`src/rtl/task_12_pkg.sv`:
```
// Shared types and constants for the task_12 answer packer slice.
package task_12_pkg;

  typedef enum logic [1:0] {
    COLLECT = 2'd0,
    REQUEST = 2'd1,
    SEND    = 2'd2
  } state_t;

  localparam int unsigned WORD_BYTES = 4;
  localparam int unsigned PKT_SIZE_W = 12;

endpackage

```
`src/rtl/task_12_answer_packer_if.sv`:
```
// Result-word input and answer-packet output bundle of the task_12 answer packer.
// The slave modport is the packer side; master is the serializer/task-manager side.
interface task_12_answer_packer_if
  import task_12_pkg::*;
#(
  parameter int unsigned WORD_WIDTH = 32
) ();

  logic                  i_data_valid;
  logic [WORD_WIDTH-1:0] i_data;
  logic                  i_input_last;
  logic                  i_tmanager_ready;
  logic                  o_tanswer_ready;
  logic [WORD_WIDTH-1:0] o_tdata;
  logic                  o_tanswer_data_last;
  logic [PKT_SIZE_W-1:0] o_packet_size_in_bytes;
  logic                  o_overflow;

  modport master (
    output i_data_valid, i_data, i_input_last, i_tmanager_ready,
    input  o_tanswer_ready, o_tdata, o_tanswer_data_last,
           o_packet_size_in_bytes, o_overflow
  );

  modport slave (
    input  i_data_valid, i_data, i_input_last, i_tmanager_ready,
    output o_tanswer_ready, o_tdata, o_tanswer_data_last,
           o_packet_size_in_bytes, o_overflow
  );

endinterface

```
`src/rtl/task_12_answer_fifo.sv`:
```
// First-word-fall-through word buffer for the answer packer.
// The parent only pushes when not full (or popping) and only pops when non-empty.
module task_12_answer_fifo #(
  parameter int unsigned WORD_WIDTH = 32,
  parameter int unsigned DEPTH      = 8
) (
  input  logic                    i_clk,
  input  logic                    i_rst,
  input  logic                    i_push,
  input  logic [WORD_WIDTH-1:0]   i_data,
  input  logic                    i_pop,
  output logic [WORD_WIDTH-1:0]   o_head,
  output logic [$clog2(DEPTH):0]  o_count,
  output logic                    o_full
);

  localparam int unsigned AW = $clog2(DEPTH);
  localparam int unsigned CW = AW + 1;

  logic [WORD_WIDTH-1:0] r_mem [DEPTH];
  logic [AW-1:0]         r_wr_ptr;
  logic [AW-1:0]         r_rd_ptr;
  logic [CW-1:0]         r_count;

  // Storage write; contents need no reset since count gates visibility.
  always_ff @(posedge i_clk) begin
    if (i_push) begin
      r_mem[r_wr_ptr] <= i_data;
    end
  end

  // Pointer and fill-count bookkeeping; pointers wrap modulo DEPTH.
  always_ff @(posedge i_clk) begin
    if (i_rst) begin
      r_wr_ptr <= '0;
      r_rd_ptr <= '0;
      r_count  <= '0;
    end else begin
      if (i_push) r_wr_ptr <= r_wr_ptr + AW'(1);
      if (i_pop)  r_rd_ptr <= r_rd_ptr + AW'(1);
      case ({i_push, i_pop})
        2'b10:   r_count <= r_count + CW'(1);
        2'b01:   r_count <= r_count - CW'(1);
        default: r_count <= r_count;
      endcase
    end
  end

  // Head and status views.
  always_comb begin
    o_head  = r_mem[r_rd_ptr];
    o_count = r_count;
    o_full  = (r_count == CW'(DEPTH));
  end

endmodule

```
`src/rtl/task_12_answer_packer.sv`:
```
// task_12 answer packer: buffers result words and frames them into answer
// packets (ready request, ready-gated stream, last flag, byte count).
// Optional build macro TASK_12_ANSWER_CHECKSUM_EN appends an XOR checksum beat.
module task_12_answer_packer
  import task_12_pkg::*;
#(
  parameter int unsigned WORD_WIDTH       = 32,
  parameter int unsigned DEPTH            = 8,
  parameter int unsigned WORDS_PER_PACKET = 3
) (
  input logic                     i_clk,
  input logic                     i_rst,
  task_12_answer_packer_if.slave  bus
);

  localparam int unsigned CW  = $clog2(DEPTH) + 1;
  localparam int unsigned BCW = $clog2(WORDS_PER_PACKET + 2);
`ifdef TASK_12_ANSWER_CHECKSUM_EN
  localparam int unsigned EXTRA_BEATS = 1;
`else
  localparam int unsigned EXTRA_BEATS = 0;
`endif
  localparam logic [CW:0]           WPP_E      = (CW+1)'(WORDS_PER_PACKET);
  localparam logic [CW-1:0]         WPP_C      = CW'(WORDS_PER_PACKET);
  localparam logic [PKT_SIZE_W-1:0] EXTRA_SIZE = PKT_SIZE_W'(EXTRA_BEATS * WORD_BYTES);

  state_t                r_state;
  logic [BCW-1:0]        r_beats_left;
  logic                  r_flush;
  logic [PKT_SIZE_W-1:0] r_size;
  logic                  r_overflow;

  logic [WORD_WIDTH-1:0] w_head;
  logic [CW-1:0]         w_count;
  logic                  w_full;
  logic                  w_ready, w_beat, w_last_beat, w_data_beat;
  logic                  w_pop, w_push;
  logic [CW:0]           w_eff_fill;
  logic                  w_flush_req, w_start_full, w_start_flush, w_start;
  logic [CW-1:0]         w_pkt_words;
  logic [PKT_SIZE_W-1:0] w_size;

  task_12_answer_fifo #(
    .WORD_WIDTH (WORD_WIDTH),
    .DEPTH      (DEPTH)
  ) u_fifo (
    .i_clk   (i_clk),
    .i_rst   (i_rst),
    .i_push  (w_push),
    .i_data  (bus.i_data),
    .i_pop   (w_pop),
    .o_head  (w_head),
    .o_count (w_count),
    .o_full  (w_full)
  );

  // Handshake, buffer control and packet-start decision.
  // A flush counts the word written in the same cycle; a full-packet start
  // uses the registered count so the ready latency stays one cycle.
  always_comb begin
    w_ready       = (r_state != COLLECT);
    w_beat        = w_ready && bus.i_tmanager_ready;
    w_last_beat   = (r_beats_left == BCW'(1));
`ifdef TASK_12_ANSWER_CHECKSUM_EN
    w_data_beat   = !w_last_beat;
`else
    w_data_beat   = 1'b1;
`endif
    w_pop         = w_beat && w_data_beat;
    w_push        = bus.i_data_valid && (!w_full || w_pop);
    w_eff_fill    = {1'b0, w_count} + (CW+1)'(w_push);
    w_flush_req   = bus.i_input_last || r_flush;
    w_start_full  = (w_count >= WPP_C);
    w_start_flush = w_flush_req && (w_eff_fill != '0);
    w_start       = (r_state == COLLECT) && (w_start_full || w_start_flush);
    if (w_start_full || (w_eff_fill >= WPP_E)) begin
      w_pkt_words = WPP_C;
    end else begin
      w_pkt_words = CW'(w_eff_fill);
    end
    w_size = PKT_SIZE_W'(w_pkt_words) * PKT_SIZE_W'(WORD_BYTES) + EXTRA_SIZE;
  end

  // Packet FSM, beat counter, size latch and pending-flush flag.
  always_ff @(posedge i_clk) begin
    if (i_rst) begin
      r_state      <= COLLECT;
      r_beats_left <= '0;
      r_flush      <= 1'b0;
      r_size       <= '0;
    end else begin
      case (r_state)
        COLLECT: begin
          if (w_start) begin
            r_state      <= REQUEST;
            r_beats_left <= BCW'(w_pkt_words) + BCW'(EXTRA_BEATS);
            r_size       <= w_size;
            // keep the flush pending while words beyond this packet remain
            r_flush      <= w_flush_req && (w_eff_fill > {1'b0, w_pkt_words});
          end
        end
        REQUEST, SEND: begin
          if (bus.i_input_last) r_flush <= 1'b1;
          if (w_beat) begin
            r_beats_left <= r_beats_left - BCW'(1);
            r_state      <= w_last_beat ? COLLECT : SEND;
          end
        end
        default: r_state <= COLLECT;
      endcase
    end
  end

  // Sticky overflow on any discarded write.
  always_ff @(posedge i_clk) begin
    if (i_rst) begin
      r_overflow <= 1'b0;
    end else if (bus.i_data_valid && !w_push) begin
      r_overflow <= 1'b1;
    end
  end

`ifdef TASK_12_ANSWER_CHECKSUM_EN
  logic [WORD_WIDTH-1:0] r_csum;

  // Running XOR of the data words of the current packet.
  always_ff @(posedge i_clk) begin
    if (i_rst || w_start) begin
      r_csum <= '0;
    end else if (w_pop) begin
      r_csum <= r_csum ^ w_head;
    end
  end
`endif

  // Output drive; data is forced to zero while no packet is offered.
  always_comb begin
    bus.o_tanswer_ready        = w_ready;
    bus.o_tdata                = '0;
    if (w_ready) begin
`ifdef TASK_12_ANSWER_CHECKSUM_EN
      bus.o_tdata              = w_last_beat ? r_csum : w_head;
`else
      bus.o_tdata              = w_head;
`endif
    end
    bus.o_tanswer_data_last    = w_ready && w_last_beat;
    bus.o_packet_size_in_bytes = r_size;
    bus.o_overflow             = r_overflow;
  end

endmodule

```
`src/flat_wrapper.sv`:
```
// flat-port wrapper written by rule: the top's interface ports become plain ports
module task_12_answer_packer_flat import task_12_pkg::*;
#(
  parameter int unsigned WORD_WIDTH       = 32,
  parameter int unsigned DEPTH            = 8,
  parameter int unsigned WORDS_PER_PACKET = 3
)
  (i_clk, i_rst, bus_i_data_valid, bus_i_data, bus_i_input_last, bus_i_tmanager_ready, bus_o_tanswer_ready, bus_o_tdata, bus_o_tanswer_data_last, bus_o_packet_size_in_bytes, bus_o_overflow);
  task_12_answer_packer_if #(.WORD_WIDTH(WORD_WIDTH)) bus_i ();
  input logic i_clk;
  input logic i_rst;
  input wire logic [$bits(bus_i.i_data_valid)-1:0] bus_i_data_valid;
  input wire logic [$bits(bus_i.i_data)-1:0] bus_i_data;
  input wire logic [$bits(bus_i.i_input_last)-1:0] bus_i_input_last;
  input wire logic [$bits(bus_i.i_tmanager_ready)-1:0] bus_i_tmanager_ready;
  output wire logic [$bits(bus_i.o_tanswer_ready)-1:0] bus_o_tanswer_ready;
  output wire logic [$bits(bus_i.o_tdata)-1:0] bus_o_tdata;
  output wire logic [$bits(bus_i.o_tanswer_data_last)-1:0] bus_o_tanswer_data_last;
  output wire logic [$bits(bus_i.o_packet_size_in_bytes)-1:0] bus_o_packet_size_in_bytes;
  output wire logic [$bits(bus_i.o_overflow)-1:0] bus_o_overflow;
  assign bus_i.i_data_valid = bus_i_data_valid;
  assign bus_i.i_data = bus_i_data;
  assign bus_i.i_input_last = bus_i_input_last;
  assign bus_i.i_tmanager_ready = bus_i_tmanager_ready;
  assign bus_o_tanswer_ready = bus_i.o_tanswer_ready;
  assign bus_o_tdata = bus_i.o_tdata;
  assign bus_o_tanswer_data_last = bus_i.o_tanswer_data_last;
  assign bus_o_packet_size_in_bytes = bus_i.o_packet_size_in_bytes;
  assign bus_o_overflow = bus_i.o_overflow;
  task_12_answer_packer #(.WORD_WIDTH(WORD_WIDTH), .DEPTH(DEPTH), .WORDS_PER_PACKET(WORDS_PER_PACKET)) u_core (.i_clk(i_clk), .i_rst(i_rst), .bus(bus_i));
endmodule
```
`config.mk`:
```
export PLATFORM = sky130hd
export DESIGN_NAME = task_12_answer_packer_flat
export DESIGN_NICKNAME = d
export VERILOG_FILES = /design/src/rtl/task_12_pkg.sv /design/src/rtl/task_12_answer_packer_if.sv /design/src/rtl/task_12_answer_fifo.sv /design/src/rtl/task_12_answer_packer.sv /design/src/flat_wrapper.sv
export SDC_FILE = /design/constraint.sdc
export NUM_CORES = 1
export LEC_CHECK = 0
export BUFFER_PORTS_ARGS = -buffer_cell sky130_fd_sc_hd__buf_2
export CORE_ASPECT_RATIO = 1.25
export CORE_MARGIN = 5
export CORE_UTILIZATION = 49
export CTS_CLUSTER_SIZE = 12
export DETAILED_ROUTE_END_ITERATION = 10
export GPL_ROUTABILITY_DRIVEN = 0
export GPL_TIMING_DRIVEN = 0
export PLACE_DENSITY = 0.79
export SETUP_SLACK_MARGIN = 0.5
export SLEW_MARGIN = 25
export SYNTH_ARGS = -nofsm -noshare
export SYNTH_HDL_FRONTEND = slang
export SYNTH_SLANG_ARGS = --single-unit
```
`constraint.sdc`:
```
create_clock -name i_clk -period 5.1 [get_ports i_clk]
set_input_delay 0.765 -clock i_clk [delete_from_list [all_inputs] [get_ports i_clk]]
set_output_delay 0.765 -clock i_clk [all_outputs]
set_load 0.01 [all_outputs]
```
== Word level (Yosys, flattened, before mapping) ==
Memory sizes are Yosys's and may differ from the RTL's. A register that Yosys moved wholly into a read port is not among the register bits.
Index checks and enable logic that the tools add are counted.

* Magnitude comparators: 3
* $mul: 0
* Reductions and logical operators: 23
* Shift operators: 0
* Muxes and demuxes: 17
* Add/subtract/negate cells: 6
* Bitwise operators: 0
* Divide/modulo/power cells: 0
* Equal/unequal tests: 9

{| class="wikitable"
|+ Operator list
! operator !! count
|-
| 32-bit 2-to-1 mux || 1
|-
| 3-bit 2-to-1 mux || 4
|-
| 4-bit case mux with 2 select lines || 1
|-
| 1-bit logical AND || 7
|-
| 3-bit by 1-bit adder with 3-bit output, second input constant || 2
|-
| 2-bit 2-to-1 mux || 3
|-
| 3-bit case mux with 2 select lines || 1
|-
| 3-bit AND reduction || 2
|-
| 2-bit nonzero test || 3
|-
| 4-bit by 1-bit adder with 5-bit output || 1
|-
| 5-bit by 2-bit greater-or-equal comparator with 1-bit output, second input constant || 1
|-
| 5-bit by 4-bit greater-than comparator with 1-bit output || 1
|-
| 5-bit nonzero test || 1
|-
| 4-bit by 1-bit adder with 4-bit output, second input constant || 1
|-
| 2-bit by 1-bit == test with 1-bit output, second input constant || 2
|-
| 2-bit == test, second input constant || 2
|-
| 4-bit == test, second input constant || 1
|-
| 4-bit by 2-bit greater-or-equal comparator with 1-bit output, second input constant || 1
|-
| 1-bit logical OR || 4
|-
| 1-bit 2-to-1 mux || 4
|-
| 4-bit 2-to-1 mux || 1
|-
| 2-bit inequality test, second input constant || 2
|-
| 2-bit case mux with 2 select lines || 1
|-
| 2-bit AND reduction || 2
|-
| other kinds (8) || 9
|}

* Output and inout bits: 47
* Latch bits: 0
* RAM bits: 256
* Memories: 1
* ROM bits: 0
* Bits in registers: 21

{| class="wikitable"
|+ Memory list
! name !! words !! bits a word !! read ports !! clocked after Yosys merged registers in !! wr ports !! RTL line !! text
|-
| u_core.u_fifo.r_mem || 8 || 32 || 1 || 1 || 1 || task_12_answer_fifo.sv:20 || <nowiki>logic [WORD_WIDTH-1:0] r_mem [DEPTH];</nowiki>
|}

== Depth between registers and ports, before layout ==
* Depth after elaboration: 12
* Mapped depth: 13
* Gate-level depth less buffers: 11

== Modules after synthesis ==
A second synthesis with hierarchy kept.

* Cells, all modules: 566
* Area total of the unflattened synthesis: 11354.6 µm²

{| class="wikitable"
|+ By module, submodules not included
! module !! area each (µm²) !! cells an instance !! instances
|-
| task_12_answer_fifo || 10390.0 || 439 || 1
|-
| task_12_answer_packer || 964.7 || 127 || 1
|}

== Worst setup path after synthesis ==
No wires, ideal clock.

* Path type: in2reg
* Start: in bus_i_tmanager_ready
* End: mem u_core.u_fifo.r_mem[0][0], enable pin
* Stages on the path: 4
* Arrival time: 4.272 ns
* Required time: 4.599 ns
* Path slack: 0.326 ns
* Path buffers: 1
* Cell sequence: nor2b_1 buf_2 o21ai_4 nor4_1

* Word-level cells in the longest chain between the ends: 5

{| class="wikitable"
|+ Ends and longest elaborated chain
! element !! RTL line !! text
|-
| from (decl) || flat_wrapper.sv:15 || <nowiki>input wire logic [$bits(bus_i.i_tmanager_ready)-1:0] bus_i_tmanager_ready;</nowiki>
|-
| 1-bit logical AND || task_12_answer_packer.sv:62 || <nowiki>w_beat = w_ready && bus.i_tmanager_ready;</nowiki>
|-
| named net u_core.u_fifo.i_pop || task_12_answer_fifo.sv:11 || <nowiki>input logic i_pop,</nowiki>
|-
| 1-bit logical OR || task_12_answer_packer.sv:70 || <nowiki>w_push = bus.i_data_valid && (!w_full || w_pop);</nowiki>
|-
| 1-bit logical AND || task_12_answer_packer.sv:70 ||
|-
| 1-bit 2-to-1 mux || task_12_answer_fifo.sv:27 || <nowiki>if (i_push) begin</nowiki>
|-
| 1-bit 2-to-1 mux (implied by the code) || task_12_answer_fifo.sv:28 || <nowiki>r_mem[r_wr_ptr] <= i_data;</nowiki>
|-
| to (decl) || task_12_answer_fifo.sv:20 ||
|}

The timed path passes the listed nets, and every way through them passes these cells.

== Worst setup path after layout ==
* Start: reg u_core.r_state[0]
* End: out bus_o_tdata[21]

* Word-level cells in the longest chain between the ends: 2

{| class="wikitable"
|+ Ends and longest elaborated chain
! element !! RTL line !! text
|-
| from (decl) || task_12_answer_packer.sv:27 || <nowiki>state_t r_state;</nowiki>
|-
| from (signal assigned) || task_12_answer_packer.sv:106 || <nowiki>r_state <= w_last_beat ? COLLECT : SEND;</nowiki>
|-
| 2-bit nonzero test || task_12_answer_packer.sv:61 || <nowiki>w_ready = (r_state != COLLECT);</nowiki>
|-
| 32-bit 2-to-1 mux || task_12_answer_packer.sv:140 || <nowiki>if (w_ready) begin</nowiki>
|-
| to (decl) || flat_wrapper.sv:17 || <nowiki>output wire logic [$bits(bus_i.o_tdata)-1:0] bus_o_tdata;</nowiki>
|}

Every way passes these cells.

==> qor.csv <==
metric,value,unit
cp_max_fo,10,
initial_core_util,49.7,%
vias,5814,
hold_viol,0,
io_buffers,75,
synth-seq-cells,280,
grt_usage,18.5,%
post_cts_resized,0,
grt_pass1_vias,6209,
dp_hpwl,15.5,mm
rsz0062_at_grt,false,
min_path_type,reg2reg,
clock-sinks,280,
clock_skew,18.2,ps
avgSynthCellArea,19.3,µm²
ant_nets,0,
placed_area,12200,µm²
cts_setup_buffers,0,
final_common_cell,edfxtp_1,
maxCapViolCount,0,
setup_violations,0,
worst_slack,1520,ps
die_area,25700,µm²
switching_share,26.9,%
drt-pass1-iter-count,7,
nets,762,
power.leakage,4.38,nW
ctsHoldBuffers,0,
io_pins,84,
h-tree-depth,1,
timing.slew.headroom,40.8,%
end_kind,output port,
async_flop_share,0,%
synth-edff-count,256,
layout.cells.non_filler,1010,
ys_types,43,
combPwrFrac,22.0,%
fin_setup_tns,0,ps
seq_area_frac_synth,73.8,%
drt_wl_total,23.2,mm
clock_latency,550,ps
fp.coreArea,22300,µm²
cts_buffers,28,
fp-row-count,61,
wl_per_cell,22.9,µm
layout-drive-gt1-share,31.7,%
clock_path_buffers,3,
timing.final.crit_share,70.1,%
die_x,144,µm
start_kind,flop,
finish.instance_area,13000,µm²
hold_ws,458,ps
grt_overflow,0,
layout_common_cells,"256 x edfxtp_1, 77 x buf_2, 64 x mux4_2",
p_per_area,452,nW/µm²
fin_crit,3580,ps
cts_root_buf,clkbuf_16,
switching_power,0.00158,W
grt_first_pass_wirelength,35.7,mm
grt_start_max_net_pins,19,
tightestPinTransition,887,ps
internal-power,0.00429,W
antenna_found_initial,2,
p_seq_share,45.8,%
crit_arrival,2810,ps
yosys_warnings,0,
place_inst,966,
ys.flop_type,edfxtp_1,
critPathRequiredTime,4340,ps
netlist_area,11100,µm²
pwr-share-clk,32.2,%
drc_errors,0,
run_status,completed,
die_h,178,µm
ir_drop,0.290,mV
dr.first_iter.drc_count,503,
fmax,280,MHz
clk_pin_slew,60,ps
drv_slew,0,
synth_cells,575,
critPathKind,reg2out,
post-place-ws,1690,ps
tritoncts,yes,
via_per_inst,5.76,
area_delta_synth_final,17.5,%
## worst paths after layout
check,slack [ps],cells after the start,start,to
worst max-delay path,1520,7,u_core.r_state[0],bus_o_tdata[21]
worst min-delay path,460,1,u_core.bus.o_packet_size_in_bytes[4],u_core.bus.o_packet_size_in_bytes[4]
worst max register to register,1770,13,u_core.r_state[0],u_core.r_flush
worst min register to register,460,1,u_core.bus.o_packet_size_in_bytes[4],u_core.bus.o_packet_size_in_bytes[4]
## registers in the layout (all words and copies together), names as in the netlist, named ones only
| register | flops |
|---|---|
| u_core.u_fifo.r_rd_ptr | 3 |
| u_core.bus.o_packet_size_in_bytes | 4 |
| u_core.u_fifo.r_mem | 256 |
| u_core.r_beats_left | 3 |
| u_core.u_fifo.r_wr_ptr | 3 |
| u_core.r_state | 2 |
| u_core.r_flush | 1 |
| u_core.u_fifo.o_count | 4 |
| u_core.bus.o_overflow | 1 |
## critical path: stages, from the launching register on
cell	delay, ps
dfxtp_1	320
inv_1	60
ha_1	140
clkbuf_1	300
clkbuf_1	500
clkbuf_1	580
nor2_1	180
buf_2	190
## area by class of cell
cell class | count | area (µm²)
Antenna cell | 1 | 2.50
Sequential cell | 280 | 8170
Timing Repair Buffer | 101 | 662
Multi-Input combinational cell | 254 | 2750
Clock buffer | 37 | 734
Fill cell | 1570 | 9270
Clock inverter | 6 | 106
Inverter | 12 | 47.5
Buffer | 36 | 191
Tap cell | 283 | 354
## per-stage QoR
step	total power [W]	util, %
finish	0.00588	58.4
global route	0.00615	58.4
CTS	0.00593	58.4
detailed placement	0.00404	54.6
global placement	0.00396	53.1
floorplan	0.00361	-
## cells in the mapped netlist (2+ instances only)
master,instances,area (µm²)
buf_1,9,33.8
a211oi_1,2,15.0
mux2_2,2,22.5
nor2_1,61,229
nor3_1,6,30.0
dfxtp_1,24,480
a31oi_1,3,18.8
a21oi_1,10,50.1
nand3_1,4,20.0
nand2_1,9,33.8
buf_2,2,10.0
mux2i_1,35,350
and2_1,4,25.0
buf_4,14,105
clkbuf_1,10,37.5
xor2_1,5,43.8
nor2b_1,3,18.8
inv_1,11,41.3
o21ai_0,6,30.0
ha_1,11,138
nand2b_1,3,18.8
edfxtp_1,256,7690
mux4_2,64,1440
a22oi_1,2,15.0
## metal layers
metal | track usage, % | vias to the layer above | share of wire, %
met5 | 0 | - | 0.082
met4 | 5.40 | 4 | 2.3
met3 | 2.95 | 46 | 6.9
li1 | - | 2541 | -
met2 | 32.7 | 281 | 53
met1 | 23.8 | 2942 | 38
## power by group through the flow
stage / logic, W / clock network [W] / registers [W]
finish: 0.00130 / 0.00189 / 0.00269
detailed placement: 0.00130 / 0 / 0.00274
global route: 0.00143 / 0.00202 / 0.00270
global placement: 0.00123 / 0 / 0.00273
floorplan: 0.000886 / 0 / 0.00272
CTS: 0.00132 / 0.00193 / 0.00269
## cells by family after synthesis
| logic type | after synthesis | synth area share [%] |
|---|---|---|
| flops | 280 | 73.8 |
| compound gates | 33 | 1.99 |
| fa+ha+maj | 12 | 1.42 |
| xor+xnor | 7 | 0.622 |
| other cells | 1 | 0.0339 |
| mux | 101 | 16.4 |
| simple gates | 93 | 3.63 |
| buf+inv | 48 | 2.16 |
(Power assumes the default switching activity.)
